`src/rtl/uart_pkg.sv`:
```
// Shared encodings for the configurable UART transmitter: FSM states, parity and baud codes,
// and the mapping from the dataBits field to a bit count and data mask.
package uart_pkg;

  typedef enum logic [2:0] {
    ST_IDLE   = 3'd0,
    ST_START  = 3'd1,
    ST_DATA   = 3'd2,
    ST_PARITY = 3'd3,
    ST_STOP   = 3'd4
  } tx_state_e;

  localparam logic [1:0] PAR_NONE = 2'd0;
  localparam logic [1:0] PAR_EVEN = 2'd1;
  localparam logic [1:0] PAR_ODD  = 2'd2;

  localparam logic [1:0] BAUD_1200 = 2'd0;
  localparam logic [1:0] BAUD_2400 = 2'd1;
  localparam logic [1:0] BAUD_4800 = 2'd2;
  localparam logic [1:0] BAUD_9600 = 2'd3;

  function automatic logic [3:0] dataBitsCount(input logic [1:0] sel);
    return 4'd5 + {2'b00, sel};
  endfunction

  // Masking the latched word means unsent upper bits can never leak into the line or parity.
  function automatic logic [7:0] dataMask(input logic [1:0] sel);
    logic [7:0] mask;
    unique case (sel)
      2'd0:    mask = 8'h1F;
      2'd1:    mask = 8'h3F;
      2'd2:    mask = 8'h7F;
      default: mask = 8'hFF;
    endcase
    return mask;
  endfunction

endpackage

```
`src/rtl/uart_tx_cfg_if.sv`:
```
// Valid/ready byte handshake between the core's I/O write path and the UART input FIFO.
interface uart_tx_cfg_if;
  logic [7:0] dataInput;
  logic       inValid;
  logic       inReady;

  modport master (output dataInput, output inValid, input inReady);
  modport slave  (input dataInput, input inValid, output inReady);
endinterface

```
`src/rtl/uart_tx_fifo.sv`:
```
// Small synchronous FIFO feeding the transmitter; power-of-two depth so pointers wrap for free.
module uart_tx_fifo #(
  parameter int DEPTH = 4,
  parameter int WIDTH = 8
) (
  input  logic                       clkTx,
  input  logic                       reset,
  input  logic                       push_i,
  input  logic [WIDTH-1:0]           data_i,
  input  logic                       pop_i,
  output logic [WIDTH-1:0]           data_o,
  output logic                       full_o,
  output logic                       empty_o,
  output logic [$clog2(DEPTH):0]     count_o
);

  localparam int AW = $clog2(DEPTH);
  localparam int CW = AW + 1;

  logic [WIDTH-1:0] mem_q [DEPTH];
  logic [AW-1:0]    wrPtr_q, wrPtr_d;
  logic [AW-1:0]    rdPtr_q, rdPtr_d;
  logic [CW-1:0]    count_q, count_d;
  logic             doPush, doPop;

  assign full_o  = (count_q == CW'(DEPTH));
  assign empty_o = (count_q == '0);
  assign count_o = count_q;
  assign data_o  = mem_q[rdPtr_q];

  always_comb begin
    doPush  = push_i & ~full_o;
    doPop   = pop_i & ~empty_o;
    wrPtr_d = doPush ? wrPtr_q + AW'(1) : wrPtr_q;
    rdPtr_d = doPop ? rdPtr_q + AW'(1) : rdPtr_q;
    count_d = count_q;
    unique case ({doPush, doPop})
      2'b10:   count_d = count_q + CW'(1);
      2'b01:   count_d = count_q - CW'(1);
      default: count_d = count_q;
    endcase
  end

  always_ff @(posedge clkTx) begin
    if (reset) begin
      wrPtr_q <= '0;
      rdPtr_q <= '0;
      count_q <= '0;
    end else begin
      wrPtr_q <= wrPtr_d;
      rdPtr_q <= rdPtr_d;
      count_q <= count_d;
    end
  end

  always_ff @(posedge clkTx) begin
    if (doPush) mem_q[wrPtr_q] <= data_i;
  end

endmodule

```
`src/rtl/uart_tx_cfg.sv`:
```
// UART transmitter with run-time frame format and baud select; the format is captured per frame
// at FIFO pop, and all line-side outputs are registered one cycle behind the FSM state.
module uart_tx_cfg
  import uart_pkg::*;
#(
  parameter int FIFO_DEPTH = 4,
  parameter int DIV_1200   = 41667,
  parameter int DIV_2400   = 20833,
  parameter int DIV_4800   = 10417,
  parameter int DIV_9600   = 5208,
  parameter int CNT_W      = 16
) (
  input  logic                          clkTx,
  input  logic                          reset,
  uart_tx_cfg_if.slave                  inBus,
  input  logic [1:0]                    baudRate,
  input  logic [1:0]                    dataBits,
  input  logic [1:0]                    parityMode,
  input  logic                          stopBits,
  output logic                          serialOut,
  output logic                          busy,
  output logic                          txDone,
  output logic [$clog2(FIFO_DEPTH):0]   fifoCount
);

  localparam logic [CNT_W-1:0] DIV0 = CNT_W'(DIV_1200);
  localparam logic [CNT_W-1:0] DIV1 = CNT_W'(DIV_2400);
  localparam logic [CNT_W-1:0] DIV2 = CNT_W'(DIV_4800);
  localparam logic [CNT_W-1:0] DIV3 = CNT_W'(DIV_9600);

  function automatic logic [CNT_W-1:0] divFor(input logic [1:0] sel);
    logic [CNT_W-1:0] d;
    unique case (sel)
      BAUD_1200: d = DIV0;
      BAUD_2400: d = DIV1;
      BAUD_4800: d = DIV2;
      default:   d = DIV3;
    endcase
    return d;
  endfunction

  tx_state_e        state_q, state_d;
  logic [CNT_W-1:0] cnt_q, cnt_d;
  logic [2:0]       idx_q, idx_d;
  logic             stop2_q, stop2_d;
  logic [7:0]       word_q;
  logic [CNT_W-1:0] div_q;
  logic [3:0]       nbits_q;
  logic             parEn_q, parOdd_q, twoStop_q;
  logic             serialOut_q, busy_q, txDone_q;

  logic             popReq, lineBit, frameEnd;
  logic             bitEnd, lastBit, parBit;
  logic [CNT_W-1:0] cntInc;
  logic [7:0]       fifoData;
  logic             fifoFull, fifoEmpty;
  logic             push;

  assign inBus.inReady = ~fifoFull & ~reset;
  assign push          = inBus.inValid & inBus.inReady;

  uart_tx_fifo #(
    .DEPTH (FIFO_DEPTH),
    .WIDTH (8)
  ) u_fifo (
    .clkTx   (clkTx),
    .reset   (reset),
    .push_i  (push),
    .data_i  (inBus.dataInput),
    .pop_i   (popReq),
    .data_o  (fifoData),
    .full_o  (fifoFull),
    .empty_o (fifoEmpty),
    .count_o (fifoCount)
  );

  assign bitEnd  = (cnt_q == div_q - CNT_W'(1));
  assign cntInc  = cnt_q + CNT_W'(1);
  assign lastBit = ({1'b0, idx_q} == nbits_q - 4'd1);
  assign parBit  = (^word_q) ^ parOdd_q;

  always_comb begin
    state_d  = state_q;
    cnt_d    = cnt_q;
    idx_d    = idx_q;
    stop2_d  = stop2_q;
    popReq   = 1'b0;
    lineBit  = 1'b1;
    frameEnd = 1'b0;
    unique case (state_q)
      ST_IDLE: begin
        if (!fifoEmpty) begin
          popReq  = 1'b1;
          state_d = ST_START;
          cnt_d   = '0;
          idx_d   = '0;
          stop2_d = 1'b0;
        end
      end
      ST_START: begin
        lineBit = 1'b0;
        if (bitEnd) begin
          cnt_d   = '0;
          state_d = ST_DATA;
        end else begin
          cnt_d = cntInc;
        end
      end
      ST_DATA: begin
        lineBit = word_q[idx_q];
        if (bitEnd) begin
          cnt_d = '0;
          if (lastBit) state_d = parEn_q ? ST_PARITY : ST_STOP;
          else         idx_d   = idx_q + 3'd1;
        end else begin
          cnt_d = cntInc;
        end
      end
      ST_PARITY: begin
        lineBit = parBit;
        if (bitEnd) begin
          cnt_d   = '0;
          state_d = ST_STOP;
        end else begin
          cnt_d = cntInc;
        end
      end
      ST_STOP: begin
        lineBit = 1'b1;
        if (bitEnd) begin
          cnt_d = '0;
          if (twoStop_q && !stop2_q) begin
            stop2_d = 1'b1;
          end else begin
            // Popping straight from STOP keeps queued frames back-to-back with no idle cycle.
            frameEnd = 1'b1;
            stop2_d  = 1'b0;
            idx_d    = '0;
            if (!fifoEmpty) begin
              popReq  = 1'b1;
              state_d = ST_START;
            end else begin
              state_d = ST_IDLE;
            end
          end
        end else begin
          cnt_d = cntInc;
        end
      end
      default: state_d = ST_IDLE;
    endcase
  end

  always_ff @(posedge clkTx) begin
    if (reset) begin
      state_q     <= ST_IDLE;
      cnt_q       <= '0;
      idx_q       <= '0;
      stop2_q     <= 1'b0;
      word_q      <= '0;
      div_q       <= DIV3;
      nbits_q     <= 4'd8;
      parEn_q     <= 1'b0;
      parOdd_q    <= 1'b0;
      twoStop_q   <= 1'b0;
      serialOut_q <= 1'b1;
      busy_q      <= 1'b0;
      txDone_q    <= 1'b0;
    end else begin
      state_q     <= state_d;
      cnt_q       <= cnt_d;
      idx_q       <= idx_d;
      stop2_q     <= stop2_d;
      serialOut_q <= lineBit;
      busy_q      <= (state_q != ST_IDLE);
      txDone_q    <= frameEnd;
      if (popReq) begin
        word_q    <= fifoData & dataMask(dataBits);
        div_q     <= divFor(baudRate);
        nbits_q   <= dataBitsCount(dataBits);
        parEn_q   <= (parityMode == PAR_EVEN) || (parityMode == PAR_ODD);
        parOdd_q  <= (parityMode == PAR_ODD);
        twoStop_q <= stopBits;
      end
    end
  end

  assign serialOut = serialOut_q;
  assign busy      = busy_q;
  assign txDone    = txDone_q;

endmodule

```
`src/flat_wrapper.sv`:
```
// flat-port wrapper written by rule: the top's interface ports become plain ports
module uart_tx_cfg_flat import uart_pkg::*;
#(
  parameter int FIFO_DEPTH = 4,
  parameter int DIV_1200   = 41667,
  parameter int DIV_2400   = 20833,
  parameter int DIV_4800   = 10417,
  parameter int DIV_9600   = 5208,
  parameter int CNT_W      = 16
)
  (clkTx, reset, baudRate, dataBits, parityMode, stopBits, serialOut, busy, txDone, fifoCount, inBus_dataInput, inBus_inValid, inBus_inReady);
  uart_tx_cfg_if inBus_i ();
  input  logic clkTx;
  input  logic reset;
  input  logic [1:0] baudRate;
  input  logic [1:0] dataBits;
  input  logic [1:0] parityMode;
  input  logic stopBits;
  output logic serialOut;
  output logic busy;
  output logic txDone;
  output logic [$clog2(FIFO_DEPTH):0] fifoCount;
  input wire logic [$bits(inBus_i.dataInput)-1:0] inBus_dataInput;
  input wire logic [$bits(inBus_i.inValid)-1:0] inBus_inValid;
  output wire logic [$bits(inBus_i.inReady)-1:0] inBus_inReady;
  assign inBus_i.dataInput = inBus_dataInput;
  assign inBus_i.inValid = inBus_inValid;
  assign inBus_inReady = inBus_i.inReady;
  uart_tx_cfg #(.FIFO_DEPTH(FIFO_DEPTH), .DIV_1200(DIV_1200), .DIV_2400(DIV_2400), .DIV_4800(DIV_4800), .DIV_9600(DIV_9600), .CNT_W(CNT_W)) u_core (.clkTx(clkTx), .reset(reset), .inBus(inBus_i), .baudRate(baudRate), .dataBits(dataBits), .parityMode(parityMode), .stopBits(stopBits), .serialOut(serialOut), .busy(busy), .txDone(txDone), .fifoCount(fifoCount));
endmodule
```
`config.mk`:
```
export PLATFORM = sky130hd
export DESIGN_NAME = uart_tx_cfg_flat
export DESIGN_NICKNAME = d
export VERILOG_FILES = /design/src/rtl/uart_pkg.sv /design/src/rtl/uart_tx_cfg_if.sv /design/src/rtl/uart_tx_fifo.sv /design/src/rtl/uart_tx_cfg.sv /design/src/flat_wrapper.sv
export SDC_FILE = /design/constraint.sdc
export NUM_CORES = 1
export LEC_CHECK = 0
export ABC_AREA = 1
export CAP_MARGIN = 25
export CORE_MARGIN = 1
export CORE_UTILIZATION = 50
export DETAILED_ROUTE_END_ITERATION = 8
export DONT_BUFFER_PORTS = 1
export SLEW_MARGIN = 10
export SYNTH_ARGS = -nofsm -noshare
export SYNTH_HDL_FRONTEND = slang
export SYNTH_SLANG_ARGS = --single-unit
```
`constraint.sdc`:
```
create_clock -name clkTx -period 9.7 [get_ports clkTx]
set_clock_uncertainty 0.05 [all_clocks]
set_input_delay 0.97 -clock clkTx [delete_from_list [all_inputs] [get_ports clkTx]]
set_output_delay 0.97 -clock clkTx [all_outputs]
set_load 0.05 [all_outputs]
```
==> impl_metrics.env <==
export IMPL_drv_slew=0
export IMPL_synth_cell_types=42
export IMPL_holdBufCountCts=0
export IMPL_max_freq_ghz=0.2826
export IMPL_setup_viol=0
export IMPL_max_cap_violations=0
export IMPL_nets=709
export IMPL_antenna_left=0
export IMPL_die_w_um=103.1
export IMPL_grt_overflow=0
export IMPL_path_clk_slew_ns=0.10
export IMPL_clock_path_buffers=2
export IMPL_grt_busiest_layer="met2"
export IMPL_clk_insertion_delay_late_ns=0.37
export IMPL_cp_required_ns=9.91
export IMPL_worst_slack_ns=6.162
export IMPL_drive_above_1_share_pct=7.556
export IMPL_synth_edf_count=32
export IMPL_num_vias=4193
export IMPL_endpoint_kind="flop"
export IMPL_die_area_mm2=0.01063
export IMPL_start_util_pct=52.05
export IMPL_pre_cts_ws_ns=6.167
export IMPL_io_buffers=0
export IMPL_wl_per_cell_um=13.90
export IMPL_antennaDiodeCount=0
export IMPL_power_density_mw_per_mm2=287.0
export IMPL_post_cts_buffers=0
export IMPL_hold_class="flop to flop"
export IMPL_cts_buffers_inserted=9
export IMPL_use_met3_pct=4.203
export IMPL_cts_repair_resize_count=0
export IMPL_vias_per_cell=5.189
export IMPL_crit_type="flop to flop"
export IMPL_ys_ff_latch=92
export IMPL_vdd_drop_max_uv=140.7
export IMPL_yosysTopAreaCell="dfxtp_1"
export IMPL_grt_pass1_vias=3789
export IMPL_critPathLaunchType="flop"
export IMPL_rsz0062_at_grt="no"
export IMPL_grt_first_pass_wirelength_mm=18.00
export IMPL_synthFlopType="dfxtp_1"
export IMPL_synth_seq_area_share_pct=42.30
export IMPL_met1_usage_pct=28.86
export IMPL_finalCriticalPeriod_ns=3.538
export IMPL_firstDrtPassIters=4
export IMPL_leakage_uw=0.002268
export IMPL_worst_pin_slew_ns=0.8239
export IMPL_areaGrowthSynthToFinish_pct=5.851
export IMPL_met2_usage_pct=37.03
export IMPL_finalCritPeriodShare_pct=36.48
export IMPL_syn_nets=711
export IMPL_drt_iter0_markers=186
export IMPL_drt_wl_total_mm=11.23
export IMPL_hold_violations=0
export IMPL_pin_count=25
export IMPL_synth_top_cell_area_share_pct=23.50
export IMPL_gp_congestion=0.9236
export IMPL_syn_area_mm2=0.005111
export IMPL_grt_util_all_layers_pct=22.56
export IMPL_cts_htree_levels=3
export IMPL_critPathArrivalTime_ns=3.75
export IMPL_core_area_mm2=0.009819
export IMPL_drcViolationCount=0
export IMPL_synth_async_reset_ratio_pct=0
export IMPL_yosys_warnings=0
export IMPL_die_y_um=103.1
export IMPL_tns_ns=0
export IMPL_place_hpwl_mm=8.287
export IMPL_avgSynthCellArea_um2=7.606
export IMPL_crit_path_max_fanout=32
export IMPL_cts_tree="built"
export IMPL_grt_max_degree=38
export IMPL_antenna_found_initial=0
export IMPL_rows=36
export IMPL_relSlewSlack_pct=44.87
export IMPL_clock_root_buffer="clkbuf_8"
export IMPL_synth_area_leaders="dfxtp_1 24%, edfxtp_1 19%, nand2_1 9.8%"
export IMPL_status="completed"
export IMPL_syn_instance_count=672
export IMPL_cts_sinks=92
sequential cells by signal, indices dropped and copies added, names as in the netlist, 2 cells and up, named ones only:
name / flops
u_core.cnt_q: 16
u_core.u_fifo.rdPtr_q: 2
u_core.state_q: 3
u_core.u_fifo.mem_q: 32
u_core.nbits_q: 4
u_core.u_fifo.wrPtr_q: 2
u_core.div_q: 10
u_core.idx_q: 3
u_core.u_fifo.count_o: 3
u_core.word_q: 8
worst max-delay path, stage by stage (launching register included):
cell	delay, ns
dfxtp_1	0.42
inv_2	0.09
ha_1	0.25
ha_1	0.31
xor2_1	0.14
nand2_1	0.06
nor2_1	0.09
nand3_1	0.10
nor2_1	0.10
nand3_1	0.11
nor2_4	0.14
nand4_4	0.13
nand2_4	0.31
ha_1	0.22
inv_1	0.07
fa_1	0.38
a21oi_1	0.14
o21ai_0	0.11
o21ai_0	0.16
a21oi_1	0.05
per-layer routing:
layer  vias to the layer above  share of wire (%)
met5                         -                  0
met3                        22                3.8
met1                      1904                 47
li1                       2183                  -
met2                        84                 46
met4                         0                2.8
cells by family after synthesis:
group                      synth area share [%]
AOI/OAI and AO/OA                         10.70
xor gates and xnor gates                  4.455
adders and majority gates                 5.288
buffers and inverters                     8.348
DFF                                       42.30
and+or+nand+nor                           28.91
area by class of cell:
type / count / area, um2
sequential: 92 / 2162
multi-input combinational: 478 / 2522
clock inverter: 6 / 68.82
fill: 986 / 4409
inverter: 87 / 330.3
timing repair buffer: 2 / 22.52
tap: 133 / 166.4
clock buffer: 10 / 137.6
power breakdown:
part / switching, uW / internal (uW)
sequential: 121 / 478
combinational: 449 / 235
clock: 142 / 128
total: 712 / 841
cells in the final DEF, fill, tap and decap left out, types with 2 or more instances in the layout:
| cell | Yosys | final |
|---|---|---|
| nand2_1 | 133 | 133 |
| nor2_1 | 114 | 114 |
| inv_1 | 77 | 77 |
| dfxtp_1 | 60 | 60 |
| nand3_1 | 43 | 43 |
| o21ai_0 | 39 | 39 |
| edfxtp_1 | 32 | 32 |
| a21oi_1 | 28 | 28 |
| ha_1 | 20 | 20 |
| xor2_1 | 16 | 16 |
| o22ai_1 | 14 | 14 |
| nand4_1 | 11 | 11 |
| xnor2_1 | 10 | 10 |
| clkbuf_8 | 0 | 10 |
| inv_2 | 6 | 6 |
| nand2_2 | 6 | 6 |
| nor3_1 | 6 | 6 |
| o21ai_1 | 6 | 6 |
| nor2_2 | 5 | 5 |
| nor2_4 | 5 | 5 |
| nand3b_1 | 3 | 3 |
| nand3_2 | 3 | 3 |
| inv_6 | 0 | 3 |
| clkinv_2 | 1 | 2 |
| clkinv_1 | 2 | 2 |
| o211ai_1 | 2 | 2 |
final timing paths:
| path | startpoint | endpoint | slack (ns) | cells past startpoint |
|---|---|---|---|---|
| hold / removal | u_core.stop2_q$_SDFFE_PP0P_ | u_core.stop2_q$_SDFFE_PP0P_ | 0.42 | 2 |
| setup / recovery | u_core.div_q[9]$_SDFFE_PP0N_ | u_core.u_fifo.count_o[2]$_SDFFE_PP0P_ | 6.16 | 19 |
| setup reg to reg | u_core.div_q[9]$_SDFFE_PP0N_ | u_core.u_fifo.count_o[2]$_SDFFE_PP0P_ | 6.16 | 19 |
| hold reg to reg | u_core.stop2_q$_SDFFE_PP0P_ | u_core.stop2_q$_SDFFE_PP0P_ | 0.42 | 2 |
cell usage after synthesis, types with 8 or more instances:
library cell,count
o22ai_1,14
clkbuf_1,8
xor2_1,16
inv_1,77
nand2_1,133
xnor2_1,10
a21oi_1,28
edfxtp_1,32
dfxtp_1,60
nand3_1,43
nor2_1,114
nand4_1,11
o21ai_0,39
ha_1,20
metrics by stage:
step           total power, uW  utilization, %  cell area, um2  cells  hold WS (ns)
2_1_floorplan             1155               -            5111    672        0.3824
3_3_place_gp              1279           52.84            5189    791        0.3962
3_5_place_dp              1287           52.84            5189    791        0.4043
4_1_cts                   1560           54.94            5395    807        0.4188
5_1_grt                   1680           55.10            5410    808        0.4453
6_report                  1553           55.10            5410    808        0.4152
No activity file was read; power rests on OpenSTA's default activity.
